### config.mk
export PLATFORM = sky130hd
export DESIGN_NAME = imem_loader_flat
export DESIGN_NICKNAME = d
export VERILOG_FILES = /design/src/rtl/imem_loader_if.sv /design/src/rtl/imem_loader.sv /design/src/flat_wrapper.sv
export SDC_FILE = /design/constraint.sdc
export NUM_CORES = 1
export LEC_CHECK = 0
export CAP_MARGIN = 20
export CORE_UTILIZATION = 40
export CTS_BUF_LIST = sky130_fd_sc_hd__clkbuf_16
export CTS_CLUSTER_DIAMETER = 200
export DETAILED_ROUTE_END_ITERATION = 10
export GPL_ROUTABILITY_DRIVEN = 0
export GPL_TIMING_DRIVEN = 1
export PLACE_DENSITY = 0.79
export SKIP_LAST_GASP = 1
export SYNTH_ARGS = -nofsm -noshare
export SYNTH_HDL_FRONTEND = slang
export SYNTH_SLANG_ARGS = --single-unit
### constraint.sdc
create_clock -name clk -period 3.9 [get_ports clk]
set_input_delay 0.78 -clock clk [delete_from_list [all_inputs] [get_ports clk]]
set_output_delay 0.78 -clock clk [all_outputs]
set_load 0.1 [all_outputs]
### src/rtl/imem_loader_if.sv
// Signal bundle between the boot stream host, the program loader,
// the instruction-memory write port and the core reset line.
interface imem_loader_if #(
  parameter int XLEN    = 32,
  parameter int PC_BITS = 5
) ();
  logic               start;
  logic [PC_BITS-1:0] base;
  logic [PC_BITS:0]   len;
  logic               s_valid;
  logic [XLEN-1:0]    s_data;
  logic               s_ready;
  logic               imem_we;
  logic [PC_BITS-1:0] imem_addr;
  logic [XLEN-1:0]    imem_wdata;
  logic               cpu_rst;
  logic               busy;
  logic               done;
  logic               err;
  logic [XLEN-1:0]    checksum;

  modport master (
    output start, base, len, s_valid, s_data,
    input  s_ready, imem_we, imem_addr, imem_wdata, cpu_rst, busy, done, err, checksum
  );

  modport slave (
    input  start, base, len, s_valid, s_data,
    output s_ready, imem_we, imem_addr, imem_wdata, cpu_rst, busy, done, err, checksum
  );
endinterface

### src/rtl/imem_loader.sv
// Streams program words into consecutive instruction-memory addresses and
// keeps the core in reset until a complete program has been written.
module imem_loader #(
  parameter int XLEN    = 32,
  parameter int PC_BITS = 5
) (
  input  logic          clk,
  input  logic          rst,
  imem_loader_if.slave  bus
);

  typedef enum logic [1:0] {
    S_IDLE = 2'd0,
    S_LOAD = 2'd1,
    S_FIN  = 2'd2
  } state_e;

  localparam logic [PC_BITS:0] DEPTH_W = {1'b1, {PC_BITS{1'b0}}};
  localparam logic [PC_BITS:0] ONE_W   = {{PC_BITS{1'b0}}, 1'b1};

  // Over-range lengths fill the whole memory exactly once.
  function automatic logic [PC_BITS:0] sat_len(input logic [PC_BITS:0] l);
    if (l > DEPTH_W) begin
      sat_len = DEPTH_W;
    end else begin
      sat_len = l;
    end
  endfunction

  state_e             state_q, state_d;
  logic [PC_BITS-1:0] base_q, base_d;
  logic [PC_BITS:0]   len_q, len_d;
  logic [PC_BITS:0]   count_q, count_d;
  logic               we_q, we_d;
  logic [PC_BITS-1:0] addr_q, addr_d;
  logic [XLEN-1:0]    wdata_q, wdata_d;
  logic               done_q, done_d;
  logic               err_q, err_d;
  logic [XLEN-1:0]    csum_q, csum_d;
  logic               released_q, released_d;
  logic               beat_s;
  logic               busy_s;

  assign beat_s = (state_q == S_LOAD) & bus.s_valid;
  assign busy_s = (state_q != S_IDLE);

  // State register.
  always_ff @(posedge clk or posedge rst) begin
    if (rst) begin
      state_q <= S_IDLE;
    end else begin
      state_q <= state_d;
    end
  end

  // Datapath and output registers.
  always_ff @(posedge clk or posedge rst) begin
    if (rst) begin
      base_q     <= {PC_BITS{1'b0}};
      len_q      <= {(PC_BITS+1){1'b0}};
      count_q    <= {(PC_BITS+1){1'b0}};
      we_q       <= 1'b0;
      addr_q     <= {PC_BITS{1'b0}};
      wdata_q    <= {XLEN{1'b0}};
      done_q     <= 1'b0;
      err_q      <= 1'b0;
      csum_q     <= {XLEN{1'b0}};
      released_q <= 1'b0;
    end else begin
      base_q     <= base_d;
      len_q      <= len_d;
      count_q    <= count_d;
      we_q       <= we_d;
      addr_q     <= addr_d;
      wdata_q    <= wdata_d;
      done_q     <= done_d;
      err_q      <= err_d;
      csum_q     <= csum_d;
      released_q <= released_d;
    end
  end

  // Next-state and datapath decode.
  always_comb begin
    state_d    = state_q;
    base_d     = base_q;
    len_d      = len_q;
    count_d    = count_q;
    we_d       = 1'b0;
    addr_d     = addr_q;
    wdata_d    = wdata_q;
    done_d     = 1'b0;
    err_d      = err_q;
    csum_d     = csum_q;
    released_d = released_q;

    case (state_q)
      S_IDLE: begin
        if (bus.start) begin
          csum_d     = {XLEN{1'b0}};
          released_d = 1'b0;
          if (bus.len != {(PC_BITS+1){1'b0}}) begin
            base_d  = bus.base;
            len_d   = sat_len(bus.len);
            count_d = {(PC_BITS+1){1'b0}};
            err_d   = (bus.len > DEPTH_W);
            state_d = S_LOAD;
          end else begin
            err_d   = 1'b0;
            state_d = S_FIN;
          end
        end else begin
          state_d = S_IDLE;
        end
      end

      S_LOAD: begin
        if (beat_s) begin
          we_d    = 1'b1;
          addr_d  = base_q + count_q[PC_BITS-1:0];
          wdata_d = bus.s_data;
          csum_d  = csum_q ^ bus.s_data;
          count_d = count_q + ONE_W;
          // count_d equals len on the final word of the session.
          if (count_d == len_q) begin
            state_d = S_FIN;
          end else begin
            state_d = S_LOAD;
          end
        end else begin
          state_d = S_LOAD;
        end
      end

      S_FIN: begin
        done_d     = 1'b1;
        released_d = 1'b1;
        state_d    = S_IDLE;
      end

      default: begin
        state_d = S_IDLE;
      end
    endcase
  end

  // s_ready depends only on state so the host sees no path from s_valid.
  assign bus.s_ready    = (state_q == S_LOAD);
  assign bus.busy       = busy_s;
  assign bus.cpu_rst    = ~released_q | busy_s;
  assign bus.imem_we    = we_q;
  assign bus.imem_addr  = addr_q;
  assign bus.imem_wdata = wdata_q;
  assign bus.done       = done_q;
  assign bus.err        = err_q;
  assign bus.checksum   = csum_q;

endmodule

### src/flat_wrapper.sv
// flat-port wrapper written by rule: the top's interface ports become plain ports
module imem_loader_flat 
#(
  parameter int XLEN    = 32,
  parameter int PC_BITS = 5
)
  (clk, rst, bus_start, bus_base, bus_len, bus_s_valid, bus_s_data, bus_s_ready, bus_imem_we, bus_imem_addr, bus_imem_wdata, bus_cpu_rst, bus_busy, bus_done, bus_err, bus_checksum);
  imem_loader_if #(.XLEN(XLEN), .PC_BITS(PC_BITS)) bus_i ();
  input  logic clk;
  input  logic rst;
  input wire logic [$bits(bus_i.start)-1:0] bus_start;
  input wire logic [$bits(bus_i.base)-1:0] bus_base;
  input wire logic [$bits(bus_i.len)-1:0] bus_len;
  input wire logic [$bits(bus_i.s_valid)-1:0] bus_s_valid;
  input wire logic [$bits(bus_i.s_data)-1:0] bus_s_data;
  output wire logic [$bits(bus_i.s_ready)-1:0] bus_s_ready;
  output wire logic [$bits(bus_i.imem_we)-1:0] bus_imem_we;
  output wire logic [$bits(bus_i.imem_addr)-1:0] bus_imem_addr;
  output wire logic [$bits(bus_i.imem_wdata)-1:0] bus_imem_wdata;
  output wire logic [$bits(bus_i.cpu_rst)-1:0] bus_cpu_rst;
  output wire logic [$bits(bus_i.busy)-1:0] bus_busy;
  output wire logic [$bits(bus_i.done)-1:0] bus_done;
  output wire logic [$bits(bus_i.err)-1:0] bus_err;
  output wire logic [$bits(bus_i.checksum)-1:0] bus_checksum;
  assign bus_i.start = bus_start;
  assign bus_i.base = bus_base;
  assign bus_i.len = bus_len;
  assign bus_i.s_valid = bus_s_valid;
  assign bus_i.s_data = bus_s_data;
  assign bus_s_ready = bus_i.s_ready;
  assign bus_imem_we = bus_i.imem_we;
  assign bus_imem_addr = bus_i.imem_addr;
  assign bus_imem_wdata = bus_i.imem_wdata;
  assign bus_cpu_rst = bus_i.cpu_rst;
  assign bus_busy = bus_i.busy;
  assign bus_done = bus_i.done;
  assign bus_err = bus_i.err;
  assign bus_checksum = bus_i.checksum;
  imem_loader #(.XLEN(XLEN), .PC_BITS(PC_BITS)) u_core (.clk(clk), .rst(rst), .bus(bus_i));
endmodule
==> results of run 1 <==
[layer usage]
metal | vias up | routed length, um | track usage (%) | share of wire (%)
met5 | - | 0 | 0 | 0
met4 | 0 | 70 | 5.02 | 0.80
met3 | 8 | 574 | 4.87 | 6.6
met2 | 93 | 4130 | 29.7 | 47
met1 | 1393 | 3940 | 24.2 | 45
li1 | 1425 | - | - | -
[final timing paths]
check,from,endpoint,slack [ps]
hold reg to reg,u_core.bus.imem_wdata[7],u_core.bus.imem_wdata[7],470
setup reg to reg,u_core.count_q[0],u_core.bus.imem_addr[4],2020
max in group asynchronous,rst,u_core.bus.checksum[0],2260
min in group asynchronous,rst,u_core.bus.imem_wdata[17],920
setup / recovery,u_core.state_q[0],bus_s_ready,930
hold / removal,u_core.bus.imem_wdata[7],u_core.bus.imem_wdata[7],470
[final cells by class]
cell class	count	area share, %
multi-input combinational	260	26.2
tap	129	2.93
clock buffer	9	4.08
sequential	92	41.7
clock inverter	6	1.61
timing repair buffer	126	22.9
inverter	8	0.567
[logic make-up after synthesis]
logic type,share of synthesized area [%]
buffers and inverters,2.70
AND/OR/NAND/NOR,19.7
flip-flops,59.9
multiplexers,1.46
XOR/XNOR,10.7
AO/OA/AOI/OAI,3.42
adder cells (fa/ha/maj),2.15
[metrics by stage]
| stage | area, um^2 | util, % | hold slack (ps) | setup slack, ps |
|---|---|---|---|---|
| floorplan | 3840 | - | 449 | 728 |
| global placement | 5200 | 56.0 | 459 | 1080 |
| detailed placement | 5200 | 56.0 | 461 | 1000 |
| CTS | 5520 | 59.4 | 478 | 918 |
| global route | 5520 | 59.4 | 492 | 862 |
| finish | 5520 | 59.4 | 473 | 926 |
[critical path, stage by stage (launching register included)]
cell and delay [ps]:
dfrtp_1 450, nor2b_1 250, clkdlybuf4s50_1 1170
[registers in the layout (all words and copies together) (netlist names)]
signal,count
u_core.count_q,6
u_core.bus.imem_addr,5
u_core.len_q,6
u_core.bus.err,1
u_core.base_q,5
u_core.bus.imem_wdata,32
u_core.bus.imem_we,1
u_core.bus.done,1
u_core.state_q,2
u_core.released_q,1
u_core.bus.checksum,32
[cells in the final DEF, fill, tap and decap left out, drive strengths merged]
cell,count
a31oi,2
fa,1
clkbuf,9
or4,1
mux2,5
ha,5
nor3,1
nand3,12
o31ai,1
xor2,40
o21ai,9
dfrtp,92
clkdlybuf4s50,121
bufinv,2
buf,5
and3,1
nor3b,1
nor4,1
nand3b,5
nand2,117
nor2b,4
o22ai,1
a22o,1
or3,1
nor2,36
xnor2,7
clkinvlp,1
nand2b,2
a21o,3
clkinv,3
inv,8
a21oi,3
==> results.txt, run 1 <==
Hold crit path type -> reg -> reg
Number of global-route vias before repair -> 3,002
Detailed-route DRC error count -> 0
Die Span Y -> 100 um
CTS tree -> done
Clock Latency Late Sink -> 320 ps
Maximum root-to-sink buffer count -> 2
Num CTS Buffers -> 9
Pin slew with the least headroom to its limit -> 1010 ps
Fin. max-slew vios -> 0
Starting Density -> 41.4%
Max Cap Viol -> 0
Syn Nets -> 428
Avg Vias per Cell -> 4.63
Worst path required time -> 3120 ps
H-tree depth -> 3
Relative slew margins -> 32.2%
FF-to-FF path depth -> 7
Die ar. -> 10,000 um^2
Cell Rows -> 35
Global route overflow -> 0
Via count -> 2,919
Boundary Pins -> 122
First-pass DRT Iterations -> 4
Number of synthesized flops with an enable pin -> 0
Final Skew -> 4.35 ps
Most common flop cell mapped by yosys -> dfrtp_1
Initial antenna violation count -> 0
Drt initial violations -> 85
Critical path arrival -> 2190 ps
Root buf cell -> clkbuf_16
Dpl cells -> 615
Syn Inst Count -> 375
Area grow syn2layout -> 43.4%
Dominant cells by area after synthesis -> dfrtp_1 (60%), nand2_1 (11%), xor2_1 (9.1%)
Run status -> finished clean
Post-Layout Cell Count -> 630
Final period utilization -> 76.3%
FMAX -> 336 MHz
Final min period -> 2970 ps
Post-route setup TNS -> 0 ps
Share of cells above drive strength 1 -> 4.79%
Crit end category -> output pin
Mapped Area -> 3840 um^2
Total of fill cells in the finished design -> 814
Async S/R FF share, synth -> 100%
Post-synthesis sequential area ratio -> 59.9%
Drt total wl -> 8720 um
Final setup violation count -> 0
Largest net degree at the start of global routing -> 51
Register area -> 2300 um^2
Footprint of the multi-input gates -> 1450 um^2
Nets -> 550
Clock sinks -> 92
RSZ-0062 raised after global routing -> false
Synth cell count leaders -> nand2_1 (117), dfrtp_1 (92), xor2_1 (40)
Final Hold Viols -> 0
Yosys warns -> 0
Syn avg cell area -> 10.3 um^2
Post-CTS setup buffers -> 0
Most common cell in the netlist -> nand2_1
Crit Path Class -> reg -> out
DR WL/cell -> 13.8 um
Hold depth -> 2
DP Wirelength -> 5970 um
Number of port buffers -> 121
Largest area contributor in the netlist -> dfrtp_1
Final ANT Viol Nets -> 0
Critical Path Fanout Max -> 6
Post-cts sizing count -> 0
Antenna cells -> 0
GRT Total Usage -> 18.3%
Die Span X -> 100 um
Synth Register Bits -> 92
Core box area -> 9280 um^2
Kind of start point of the critical path -> flip-flop
Unique masters post-synth -> 31
Post-synth top area share -> 59.9%
CTS Hold Bufs -> 0
First-pass GRT wire length -> 14,400 um
CTS clk-pin slew, worst paths -> 60 ps
Power of run 1 is not shown: default switching activity piles up to over one toggle a cycle in this logic, so the estimate is an artifact.
==> run 2: changes to the inputs <==
Clock period 3.9 ns to 2.9 ns, I/O delays scaled along.
==> results.txt, run 2 (synthesized netlist as in run 1, its figures left out) <==
DP Wirelength -> 6110 um
Detailed-route DRC error count -> 0
Crit Path Class -> in -> reg
Root buf cell -> clkbuf_16
Critical path depth -> 6
Run status -> finished clean
Critical Path Fanout Max -> 9
Largest net degree at the start of global routing -> 51
Max incr delay on CP -> 560 ps
CTS clk-pin slew, worst paths -> 70 ps
Initial antenna violation count -> 0
Max Cap Viol -> 0
Starting Density -> 41.4%
Clock sinks -> 92
Avg Vias per Cell -> 4.66
Boundary Pins -> 122
Critical path arrival -> 2430 ps
Final setup violation count -> 0
Global route overflow -> 0
Final ANT Viol Nets -> 0
Via count -> 2,959
Maximum root-to-sink buffer count -> 2
Buf/Inv on CP -> 2
Nets -> 554
CP top delay family -> buffers and inverters
Post-cts sizing count -> 0
Num CTS Buffers -> 9
Final period utilization -> 75.8%
Final Hold Viols -> 0
Area grow syn2layout -> 39.8%
CTS Hold Bufs -> 0
Die Span Y -> 100 um
Worst path required time -> 3130 ps
Final Skew -> 4.62 ps
Die Span X -> 100 um
FMAX -> 455 MHz
Core box area -> 9280 um^2
RSZ-0062 raised after global routing -> false
CTS tree -> done
H-tree depth -> 3
Kind of start point of the critical path -> input port
Number of port buffers -> 121
DR WL/cell -> 13.9 um
CP cell instances -> clkdlybuf4s50_1, or4_4, o31ai_4, buf_4, nand3_1, o21ai_0
Share of cells above drive strength 1 -> 20.6%
Final min period -> 2200 ps
Clock Latency Late Sink -> 330 ps
Most common cell after layout, fill and taps aside -> nand2_1
Cell Rows -> 35
Drt initial violations -> 112
Number of global-route vias before repair -> 3,034
Pin slew with the least headroom to its limit -> 729 ps
First-pass GRT wire length -> 14,800 um
Die ar. -> 10,000 um^2
Hold crit path type -> reg -> reg
First-pass DRT Iterations -> 4
Drt total wl -> 8860 um
Fin. max-slew vios -> 0
Relative slew margins -> 51.3%
GRT Total Usage -> 18.9%
Crit end category -> flip-flop
FF-to-FF path depth -> 7
Antenna cells -> 0
Slowest stage cell, crit path -> or4_4
Post-CTS setup buffers -> 0
Hold depth -> 2
Most frequent cells in the layout -> nand2_1 (117), dfrtp_1 (92), buf_4 (82)
Post-route setup TNS -> 0 ps
-- run 2: cell types whose count changed in the layout (fill, tap and decap cells not counted) --
cell             change
clkinv_1             -1
buf_4               +78
buf_12               +1
clkdlybuf4s50_1     -75
inv_6                -1
inv_1                +1
clkinvlp_4           +2
-- run 2: tightest hold or removal path: stages, from the launching register on --
cell,delay [ps]
dfrtp_1,340
nand2_1,50
nand2_1,60
-- run 2: metrics by stage --
| step | cells | util [%] | hold slack [ps] | instance area [um^2] | worst slack [ps] |
|---|---|---|---|---|---|
| 2_1_floorplan | 375 | - | 449 | 3850 | 523 |
| 3_3_place_gp | 619 | 54.5 | 459 | 5060 | 402 |
| 3_5_place_dp | 619 | 54.5 | 465 | 5060 | 362 |
| 4_1_cts | 635 | 57.9 | 481 | 5380 | 704 |
| 5_1_grt | 635 | 57.9 | 493 | 5380 | 567 |
| 6_report | 635 | 57.9 | 477 | 5380 | 701 |
-- run 2: worst paths after layout --
check	start	slack, ps	end
max in group asynchronous	rst	1590	u_core.bus.imem_wdata[31]
min in group asynchronous	rst	720	u_core.bus.checksum[24]
max reg2reg	u_core.count_q[0]	1110	u_core.bus.imem_addr[4]
min reg2reg	u_core.bus.imem_wdata[20]	480	u_core.bus.imem_wdata[20]
max	bus_len[3]	700	u_core.count_q[0]
min	u_core.bus.imem_wdata[20]	480	u_core.bus.imem_wdata[20]
-- run 2: per-layer routing --
layer | up-vias | share of wire [%] | track usage (%)
li1 | 1439 | - | -
met1 | 1420 | 45 | 24.1
met2 | 91 | 49 | 32.5
met3 | 9 | 5.1 | 4.39
met4 | 0 | 1.0 | 4.91
met5 | - | 0 | 0
-- run 2: final cells by class --
class | count | area (um^2)
clock buffer | 9 | 225
clock inverter | 7 | 92.6
fill | 832 | 3910
inverter | 8 | 33.8
multi-input combinational | 260 | 1450
sequential | 92 | 2300
tap | 129 | 161
timing repair buffer | 130 | 1120
Power of run 2 is left out for the same reason.
==> run 3: changes to the inputs <==
Settings changed: PLACE_DENSITY 0.79 to 0.81.
Clock period 2.9 ns to 1.9 ns, I/O delays scaled along.
==> results.txt, run 3 (synthesized netlist as in run 1, its figures left out) <==
Run status -> finished clean
Initial antenna violation count -> 0
Fin util -> 61.7%
Final Hold Viols -> 0
Relative slew margins -> 68.1%
Drt total wl -> 8920 um
Slowest stage cell, crit path -> dfrtp_2
R2R Setup Slk -> 170 ps
HP Start -> bus_len[0]
Hold crit path type -> in -> reg
Kind of start point of the critical path -> flip-flop
First-pass DRT Iterations -> 4
Maximum root-to-sink buffer count -> 2
Most frequent cells in the layout -> nand2_1 (117), dfrtp_1 (91), buf_4 (59)
Buf/Inv on CP -> 1
Post-route setup TNS -> 0 ps
Critical path arrival -> 1980 ps
Post-Layout Cell Count -> 640
FMAX -> 577 MHz
FF-to-FF path depth -> 7
Share of cells above drive strength 1 -> 21.3%
Pin slew with the least headroom to its limit -> 478 ps
Max Cap Viol -> 0
FF-to-FF Start -> u_core.count_q[0]
Final ANT Viol Nets -> 0
Most common cell after layout, fill and taps aside -> nand2_1
Hold depth -> 3
Cell Rows -> 35
Boundary Pins -> 122
Via count -> 2,980
CP top delay family -> adder cells
Die ar. -> 10,000 um^2
Die Span Y -> 100 um
Hold Worst Slack -> 369 ps
WHS Endpoint -> u_core.len_q[0]
Final min period -> 1730 ps
Crit Path Class -> reg -> reg
Final Skew -> 8.50 ps
CTS Hold Bufs -> 0
Number of global-route vias before repair -> 3,003
DP Wirelength -> 6310 um
Core box area -> 9280 um^2
Nets -> 559
First-pass GRT wire length -> 14,400 um
Global route overflow -> 0
Antenna cells -> 0
Clock Latency Late Sink -> 320 ps
DR WL/cell -> 13.9 um
RSZ-0062 raised after global routing -> false
Max incr delay on CP -> 440 ps
Crit end category -> flip-flop
CP cell instances -> ha_1, inv_1, fa_1, nor2b_1, o21ai_0, a21o_1, a31oi_1
CTS tree -> done
CTS clk-pin slew, worst paths -> 70 ps
Fin. max-slew vios -> 0
Num CTS Buffers -> 9
Detailed-route DRC error count -> 0
Starting Density -> 41.4%
GRT Total Usage -> 18.2%
Die Span X -> 100 um
Drt initial violations -> 90
Total of fill cells in the finished design -> 749
Number of port buffers -> 121
Final period utilization -> 91.1%
Worst path required time -> 2150 ps
Final setup violation count -> 0
Dpl cells -> 622
Area grow syn2layout -> 48.9%
Root buf cell -> clkbuf_16
Clock sinks -> 92
Critical Path Fanout Max -> 7
FF-to-FF End -> u_core.bus.imem_addr[4]
Avg Vias per Cell -> 4.66
Largest net degree at the start of global routing -> 93
H-tree depth -> 3
run 3: metrics by stage:
| step | setup WS [ps] | cell area [um^2] |
|---|---|---|
| 4_1_cts | 36.1 | 5680 |
| 3_5_place_dp | -312 | 5410 |
| 6_report | 168 | 5720 |
| 5_1_grt | 70.8 | 5720 |
| 3_3_place_gp | -273 | 5410 |
| 2_1_floorplan | 182 | 3850 |
run 3: worst max-delay path by stage:
stage / startpoint / endpoint / slack [ps] / cells past startpoint
finish: u_core.count_q[0] / u_core.bus.imem_addr[4] / 170 / 7
global route: u_core.count_q[0] / u_core.bus.imem_addr[4] / 70 / 7
CTS: bus_len[0] / u_core.base_q[3] / 40 / 5
detailed placement: bus_len[0] / u_core.base_q[3] / -310 / 5
global placement: bus_len[0] / u_core.base_q[0] / -270 / 5
floorplan: bus_len[0] / u_core.base_q[0] / 180 / 4
run 3: cell type report:
| cell class | instances | area (um^2) | area share, % |
|---|---|---|---|
| inverter | 8 | 33.8 | 0.590 |
| clock inverter | 7 | 42.5 | 0.743 |
| sequential | 92 | 2300 | 40.2 |
| tap | 129 | 161 | 2.82 |
| clock buffer | 9 | 225 | 3.93 |
| timing repair buffer | 135 | 1510 | 26.4 |
| multi-input combinational | 260 | 1450 | 25.3 |
run 3: tightest hold or removal path: stages:
cell and delay (ps):
dlymetal6s2s_1 100, nand3b_1 80, nand2_1 80
run 3: timing repair:
item	CTS	global route
resized for setup	0	6
buffers inserted	0	1
setup endpoints to repair	0	10
run 3: routing by layer:
layer  GRT usage [%]  share of wire, %
met4            2.79              0.21
met2            32.0                50
met5               0                 0
met3            4.74               5.4
met1            23.2                44
Power of run 3 is left out for the same reason.
